## config.mk

```make
export PLATFORM = sky130hd
export DESIGN_NAME = four_bit_ripple_carry_adder
export DESIGN_NICKNAME = d
export VERILOG_FILES = /design/src/rtl/four_bit_ripple_carry_adder.sv
export SDC_FILE = /design/constraint.sdc
export NUM_CORES = 1
export LEC_CHECK = 0
export ABC_AREA = 1
export BUFFER_PORTS_ARGS = -buffer_cell sky130_fd_sc_hd__buf_2
export CAP_MARGIN = 20
export CORE_AREA = 2 2 39 41
export DETAILED_ROUTE_END_ITERATION = 10
export DIE_AREA = 0 0 41 43
export GPL_ROUTABILITY_DRIVEN = 0
export GPL_TIMING_DRIVEN = 0
export PLACE_DENSITY_LB_ADDON = 0.25
export SYNTH_ARGS = -nofsm -noshare
export SYNTH_HDL_FRONTEND = slang
export SYNTH_SLANG_ARGS = --single-unit
```

## constraint.sdc

```tcl
create_clock -name clk -period 2.2 [get_ports clk]
set_input_delay 0.11 -clock clk [delete_from_list [all_inputs] [get_ports clk]]
set_output_delay 0.11 -clock clk [all_outputs]
set_load 0.1 [all_outputs]
```

## src/rtl/four_bit_ripple_carry_adder.sv

```systemverilog
// Registered WIDTH-bit ripple-carry adder producing sum, carry-out and signed overflow.
// Define FOUR_BIT_RCA_INPUT_REG_EN to add an input register stage (2-cycle latency).
module four_bit_ripple_carry_adder #(
  parameter int unsigned WIDTH = 4
) (
  input  logic             clk,
  input  logic             rst_n,
  input  logic             in_valid,
  input  logic [WIDTH-1:0] A,
  input  logic [WIDTH-1:0] B,
  input  logic             Cin,
  output logic [WIDTH-1:0] S,
  output logic             Cout,
  output logic             V,
  output logic             out_valid
);

  logic [WIDTH-1:0] op_a;
  logic [WIDTH-1:0] op_b;
  logic             op_cin;
  logic             op_valid;

`ifdef FOUR_BIT_RCA_INPUT_REG_EN
  // Operands load only when valid so unknown inputs on idle cycles never enter the chain.
  always_ff @(posedge clk) begin
    if (!rst_n) begin
      op_a     <= '0;
      op_b     <= '0;
      op_cin   <= 1'b0;
      op_valid <= 1'b0;
    end else begin
      op_valid <= in_valid;
      if (in_valid) begin
        op_a   <= A;
        op_b   <= B;
        op_cin <= Cin;
      end
    end
  end
`else
  assign op_a     = A;
  assign op_b     = B;
  assign op_cin   = Cin;
  assign op_valid = in_valid;
`endif

  logic [WIDTH:0]   carry;
  logic [WIDTH-1:0] sum;

  always_comb begin
    carry    = '0;
    sum      = '0;
    carry[0] = op_cin;
    for (int unsigned i = 0; i < WIDTH; i++) begin
      sum[i]     = op_a[i] ^ op_b[i] ^ carry[i];
      carry[i+1] = (op_a[i] & op_b[i]) | (carry[i] & (op_a[i] ^ op_b[i]));
    end
  end

  always_ff @(posedge clk) begin
    if (!rst_n) begin
      S         <= '0;
      Cout      <= 1'b0;
      V         <= 1'b0;
      out_valid <= 1'b0;
    end else begin
      out_valid <= op_valid;
      if (op_valid) begin
        S    <= sum;
        Cout <= carry[WIDTH];
        V    <= carry[WIDTH-1] ^ carry[WIDTH];
      end
    end
  end

endmodule

```

-- Word-level counts from Yosys, hierarchy flattened
Index checks and enable logic that the tools add are counted.
- add/sub/neg operators: 0
- multiply operators: 0
- divide/modulo/power cells: 0
- order comparisons: 0
- equal/unequal tests: 0
- shifts and indexed selects: 0
- muxes and demuxes: 0
- bitwise logic cells: 21
- reduce and logical (&&, ||, !) cells: 0
- operator list (operator ; count):
    $xor 1x1->1 ; 9
    $and 1x1->1 ; 8
    $or 1x1->1 ; 4
- flip-flop bits (word level): 7
- latch bits: 0
- bits in writable memories: 0
- ROM bits: 0
- bits of input ports: 12
- output and inout bits: 7
- logic and storage cells: 25
- memories: 0

-- Depth between registers and ports, before layout
Gate-level depths: netlist of run 1.
- depth after elaboration: 10
- gate-level depth with buffers: 11
- mapped depth without buffers: 11

-- Worst setup path after synthesis of run 1
No wires, ideal clock.
- kind: input-to-reg
- from: input A[0]
- to: register S[3]
- setup time: 0.065 ns
- arrival: 1.786 ns
- data required time: 2.135 ns
- setup slack: 0.349 ns
- cell stages on the path: 10
- path buffers: 0
- path through: fa_1 inv_1 fa_1 inv_1 fa_1 inv_1 fa_1 nand2_1 nand2_1 nor2_1
- word-level cells in the longest chain between the ends: 8
- elaborated cells on any way between the ends: 9
- those cells by class: 9 x bitwise
- RTL lines (what ; RTL line ; text):
    start, declared ; 9 ; input logic [WIDTH-1:0] A,
    $xor 1x1->1 ; 56 ; carry[i+1] = (op_a[i] & op_b[i]) | (carry[i] & (op_a[i] ^ op_b[i]));
    $and 1x1->1 ; 56 ;
    $or 1x1->1 * ; 56 ;
    $and 1x1->1 * ; 56 ;
    $or 1x1->1 * ; 56 ;
    $and 1x1->1 * ; 56 ;
    $or 1x1->1 * ; 56 ;
    $xor 1x1->1 * ; 55 ; sum[i] = op_a[i] ^ op_b[i] ^ carry[i];
    end signal, assigned ; 69 ; S <= sum;
    end, declared ; 12 ; output logic [WIDTH-1:0] S,
Every way passes the cells marked *; elsewhere a longest branch is shown, timed or not.
A chain may end at the register's enable or synchronous reset.

-- Final worst setup path of run 1
Ends and elaborated chain as after synthesis.

==> metrics.txt, run 1 <==
htree depth=1; Final Hold Viols=0; Clock Sinks=7; antenna cell count=0; Buffers on Ports=18; dpl ws=0.161 ns; CP Data Required Time=2.39 ns; min-delay src=rst_n; core area=0.00138 mm2; Worst setup EP type=flip-flop; synthesized area=367 um2; clock-pin slew on the worst setup and hold paths=0.05 ns; Post-Route WL=617 um; RR Endpoint=V; cell taking the most area after synthesis=dfxtp_1; Min-Delay Endpoint=V; Final ANT Viol Nets=0; Pwr Density=804 mW/mm2; initial antenna violation count=0; CP Class=primary input to flip-flop; post-CTS resize count=0; commonest non-fill, non-tap cell in the layout=buf_2; R2R Setup Slk=1.62 ns; syn_area_per_cell=7.97 um2; Starting Density=26.5%; vias per cell=3.81; syn_nets=62; gr usage total=8.59%; Synth Instances=46; Num CTS Buffers=3; headroom to the max-slew limit=67.7%; CP Launch Type=primary input; distinct cell type count after synthesis=8; Clock Root Buffer=clkbuf_4; worst-case reg-to-reg path depth=2; Final min period=1.78 ns; Row Count=14; Die Ht=43 um; Layout area overhead=37.2%; Finish-stage setup viols=0; Power Total=404 uW; commonest non-fill, non-tap cells in the layout=18 x buf_2, 13 x nor2_1, 9 x inv_1, 9 x nand2_1, 7 x dfxtp_1; sequential area share after synthesis=38.2%; largest net degree at the start of global routing=11; Initial DRC Count=3; Leakage=0.000291 uW; Max Buffers Root-to-Sink=2; outcome=finished clean; CTS tree=built; first-pass GRT wire length=979 um; Routed WL per cell=7.35 um; Vias=320; Syn. warnings=0; share of post-route cells with drive strength above 1=33.8%; Hold Path Class=primary input to flip-flop; IO Pins=19; Die X=41 um; full die area=0.00176 mm2; max cap viols=0; HPWL after DPL=496 um; WP data arrival=1.97 ns; worst-skew pair later-pin latency=0.24 ns; measured slew at the worst slew-check pin=0.488 ns; WHS Path Cells=3; RSZ-0062 raised after global routing=false; CTS Hold Bufs=0; Crit Path Max Fanout=3; number of global-route vias before repair=269; Final WS setup=0.421 ns; Post-Route Setup TNS=0 ns; ranking of synthesized cells by area=dfxtp_1 38%, fa_1 22%, nor2_1 13%, inv_1 9.2%, nand2_1 9.2%; final slew viol count=0; post-synth top area share=38.2%; grt total ovfl=0; Tcrit/Tclk final=80.9%; Final Skew=0 ns; Post-CTS Setup Bufs=0; DRC Markers=0; reg2reg start=V; Fin Hold WS=0.139 ns; flops & latches, synth=7; worst vdd ir=0.185 mV; Max Fclk=562 MHz; DRT Pass-1 Iters=2; nets=85
how the worst max path moves through the flow:
| stage | startpoint | end | slack (ns) | depth (start not counted) |
|---|---|---|---|---|
| after floorplan | A[0] | S[3] | 0.35 | 10 |
| after global routing | A[0] | S[3] | 0.27 | 11 |
| after global placement | A[0] | S[3] | 0.15 | 11 |
| after CTS | A[0] | S[3] | 0.42 | 11 |
| final | A[0] | S[3] | 0.42 | 11 |
| after detailed placement | A[0] | S[3] | 0.16 | 11 |
metal layers:
metal	up-vias	track usage (%)	routed length, um	part of all wire [%]
met2	10	10.9	281	46
met5	-	0	0	0
met4	0	10.0	0	0
met3	0	1.57	57	9.2
li1	174	-	-	-
met1	136	10.5	277	45
cell usage after synthesis:
library cell / instances
nor2_1: 13
fa_1: 4
dfxtp_1: 7
buf_6: 1
nand2_1: 9
inv_1: 9
o21ai_1: 2
o21ai_2: 1
state kept, by name (all words and copies together) (netlist names):
signal / flops
out_valid: 1
S: 4
Cout: 1
V: 1
where the power goes:
group	leakage (uW)	internal (uW)	switching (uW)
Combinational	0.000217	33.7	112
Clock	0.0000150	69.2	46.7
Sequential	0.0000582	138	4.96
Total	0.000291	241	163
worst max-delay path, stage by stage:
cell and delay, ns:
buf_2 0.11, fa_1 0.40, inv_1 0.07, fa_1 0.15, inv_1 0.04, fa_1 0.40
inv_1 0.09, fa_1 0.40, nand2_1 0.07, nand2_1 0.04, nor2_1 0.07
cell families (layout without fill, tap and decap cells):
kind of cell               count (synthesis)  in the layout  synth area share, %
AOI/OAI and AO/OA                          3              3                 5.12
adders and majority gates                  4              4                 21.8
buffers and inverters                     10             32                 12.3
DFF                                        7              7                 38.2
and+or+nand+nor                           22             22                 22.5
stage by stage:
step	utilization (%)	instances	cell area (um2)
floorplan	-	46	367
global placement	34.4	80	477
detailed placement	34.4	80	477
CTS	36.3	84	503
global route	36.3	84	503
finish	36.3	84	503
final cells by class:
cell class | instances | area (um2)
Fill cell | 152 | 881
Clock buffer | 4 | 26.3
Timing Repair Buffer | 18 | 90.1
Inverter | 9 | 33.8
Sequential cell | 7 | 140
Buffer | 1 | 11.3
Multi-Input combinational cell | 29 | 181
Tap cell | 16 | 20.0
No activity file was read; power rests on OpenSTA's default activity.
==> run 2, diff against run 1 <==
==> constraint.sdc (replaced) <==
create_clock -name clk -period 1.56 [get_ports clk]
set_input_delay 0.078 -clock clk [delete_from_list [all_inputs] [get_ports clk]]
set_output_delay 0.078 -clock clk [all_outputs]
set_load 0.1 [all_outputs]
==> metrics.txt, run 2 (synthesis gave the netlist of run 1 again) <==
Buffers on Ports=18; Power Total=584 uW; vias per cell=3.86; htree depth=1; CP Data Required Time=1.75 ns; Worst setup EP type=flip-flop; worst vdd ir=0.265 mV; combinational share of power=37.0%; Fillers=170; gr usage total=9.88%; Clock Root Buffer=clkbuf_4; initial antenna violation count=0; Largest Register=S; clock-pin slew on the worst setup and hold paths=0.05 ns; worst-case reg-to-reg path depth=2; final slew viol count=0; WP data arrival=1.83 ns; Final Hold Viols=0; nets=86; RR Endpoint=V; violated checks=setup timing; Num CTS Buffers=3; dpl cell area=487 um2; IO Pins=19; Max Fclk=612 MHz; HPWL after DPL=539 um; RSZ-0062 raised after global routing=true; first-pass GRT wire length=1.07 mm; DRC Markers=0; switching power=237 uW; measured slew at the worst slew-check pin=0.483 ns; Worst Setup SP=Cin; Die X=41 um; min-delay src=rst_n; Final ANT Viol Nets=0; final design instance area without fill=527 um2; worst-skew pair later-pin latency=0.25 ns; CTS Hold Bufs=0; commonest non-fill, non-tap cell in the layout=buf_2; fin util=38.1%; Final WS setup=-0.0744 ns; outcome=finished with violations; Finish-stage setup viols=1; commonest non-fill, non-tap cells in the layout=17 x buf_2, 13 x nor2_1, 9 x nand2_1; Tcrit/Tclk final=105%; number of global-route vias before repair=312; Pint=347 uW; Vias=328; DRT Pass-1 Iters=2; sw frac=40.5%; antenna cell count=0; number of flip-flops under the largest register name=4; Crit Path Max Fanout=2; area occupied by multi-input gates=191 um2; reg2reg start=V; Min-Delay Endpoint=V; WHS Path Cells=3; Post-Route WL=668 um; Pwr Density=1110 mW/mm2; Final min period=1.63 ns; dpl ws=-0.393 ns; Starting Density=26.5%; CTS tree=built; part of the power in registers=34.5%; Leakage=0.000290 uW; Initial DRC Count=7; Row Count=14; grt total ovfl=0; Clk network pwr share=28.5%; Max Buffers Root-to-Sink=2; Routed WL per cell=7.86 um; Layout area overhead=43.7%; headroom to the max-slew limit=68.0%; max cap viols=0; Register Area=140 um2; share of post-route cells with drive strength above 1=44.9%; full die area=0.00176 mm2; R2R Setup Slk=0.97 ns; Final Skew=0 ns; core area=0.00138 mm2; Clock Sinks=7; CP Launch Type=primary input; largest net degree at the start of global routing=11; Hold Path Class=primary input to flip-flop; Die Ht=43 um; CP Class=primary input to flip-flop
==> run 2: cell types whose count changed in the layout (fill, tap and decap cells not counted), sizes merged <==
cell	previous run	this run
buf	19	20
==> run 2: repair_timing <==
item                       CTS  global route
resized for setup            1             0
hold endpoints to repair     0             0
setup endpoints to repair    1             1
setup buffers                1             0
pin swaps                    3             1
==> run 2: final cells by class <==
type | instances | share of cell area (%)
multi-input cells | 29 | 36.3
clock buffers | 4 | 4.99
repair buffers | 19 | 19.7
well taps | 16 | 3.80
flip-flops and latches | 7 | 26.6
plain buffers | 1 | 2.14
inverters | 9 | 6.41
==> run 2: stage by stage <==
stage	hold slack (ns)	cells	TNS [ns]
2_1_floorplan	0.176	46	-0.220
3_3_place_gp	0.362	80	-0.729
3_5_place_dp	0.366	80	-0.790
4_1_cts	0.0950	85	-0.0962
5_1_grt	0.112	85	-0.150
6_report	0.101	85	-0.0744
==> run 2: power groups by stage <==
stage | Combinational (uW) | Sequential [uW] | Clock, uW
floorplan | 57.6 | 317 | 0
global placement | 213 | 205 | 0
detailed placement | 214 | 205 | 0
CTS | 219 | 202 | 174
global route | 235 | 203 | 183
finish | 216 | 201 | 166
==> run 2: worst max-delay path by stage <==
stage	end	slack, ns	cells past startpoint
CTS	S[3]	-0.1	11
finish	S[3]	-0.07	11
detailed placement	S[3]	-0.39	11
global route	S[3]	-0.15	11
floorplan	S[3]	-0.19	10
global placement	S[3]	-0.37	11
==> run 2: metal layers <==
| metal | routed length (um) | vias up | global-route usage (%) | part of all wire [%] |
|---|---|---|---|---|
| met4 | 36 | 0 | 14.0 | 5.4 |
| met1 | 288 | 134 | 9.45 | 43 |
| li1 | - | 176 | - | - |
| met5 | 0 | - | 0 | 0 |
| met3 | 47 | 4 | 1.57 | 7.0 |
| met2 | 295 | 14 | 14.1 | 44 |
==> run 2: worst max-delay path, stage by stage <==
cell	delay, ns
buf_6	0.09
fa_2	0.37
inv_2	0.06
fa_2	0.18
inv_2	0.04
fa_2	0.34
inv_2	0.06
fa_2	0.42
nand2_1	0.07
nand2_1	0.04
nor2_1	0.07
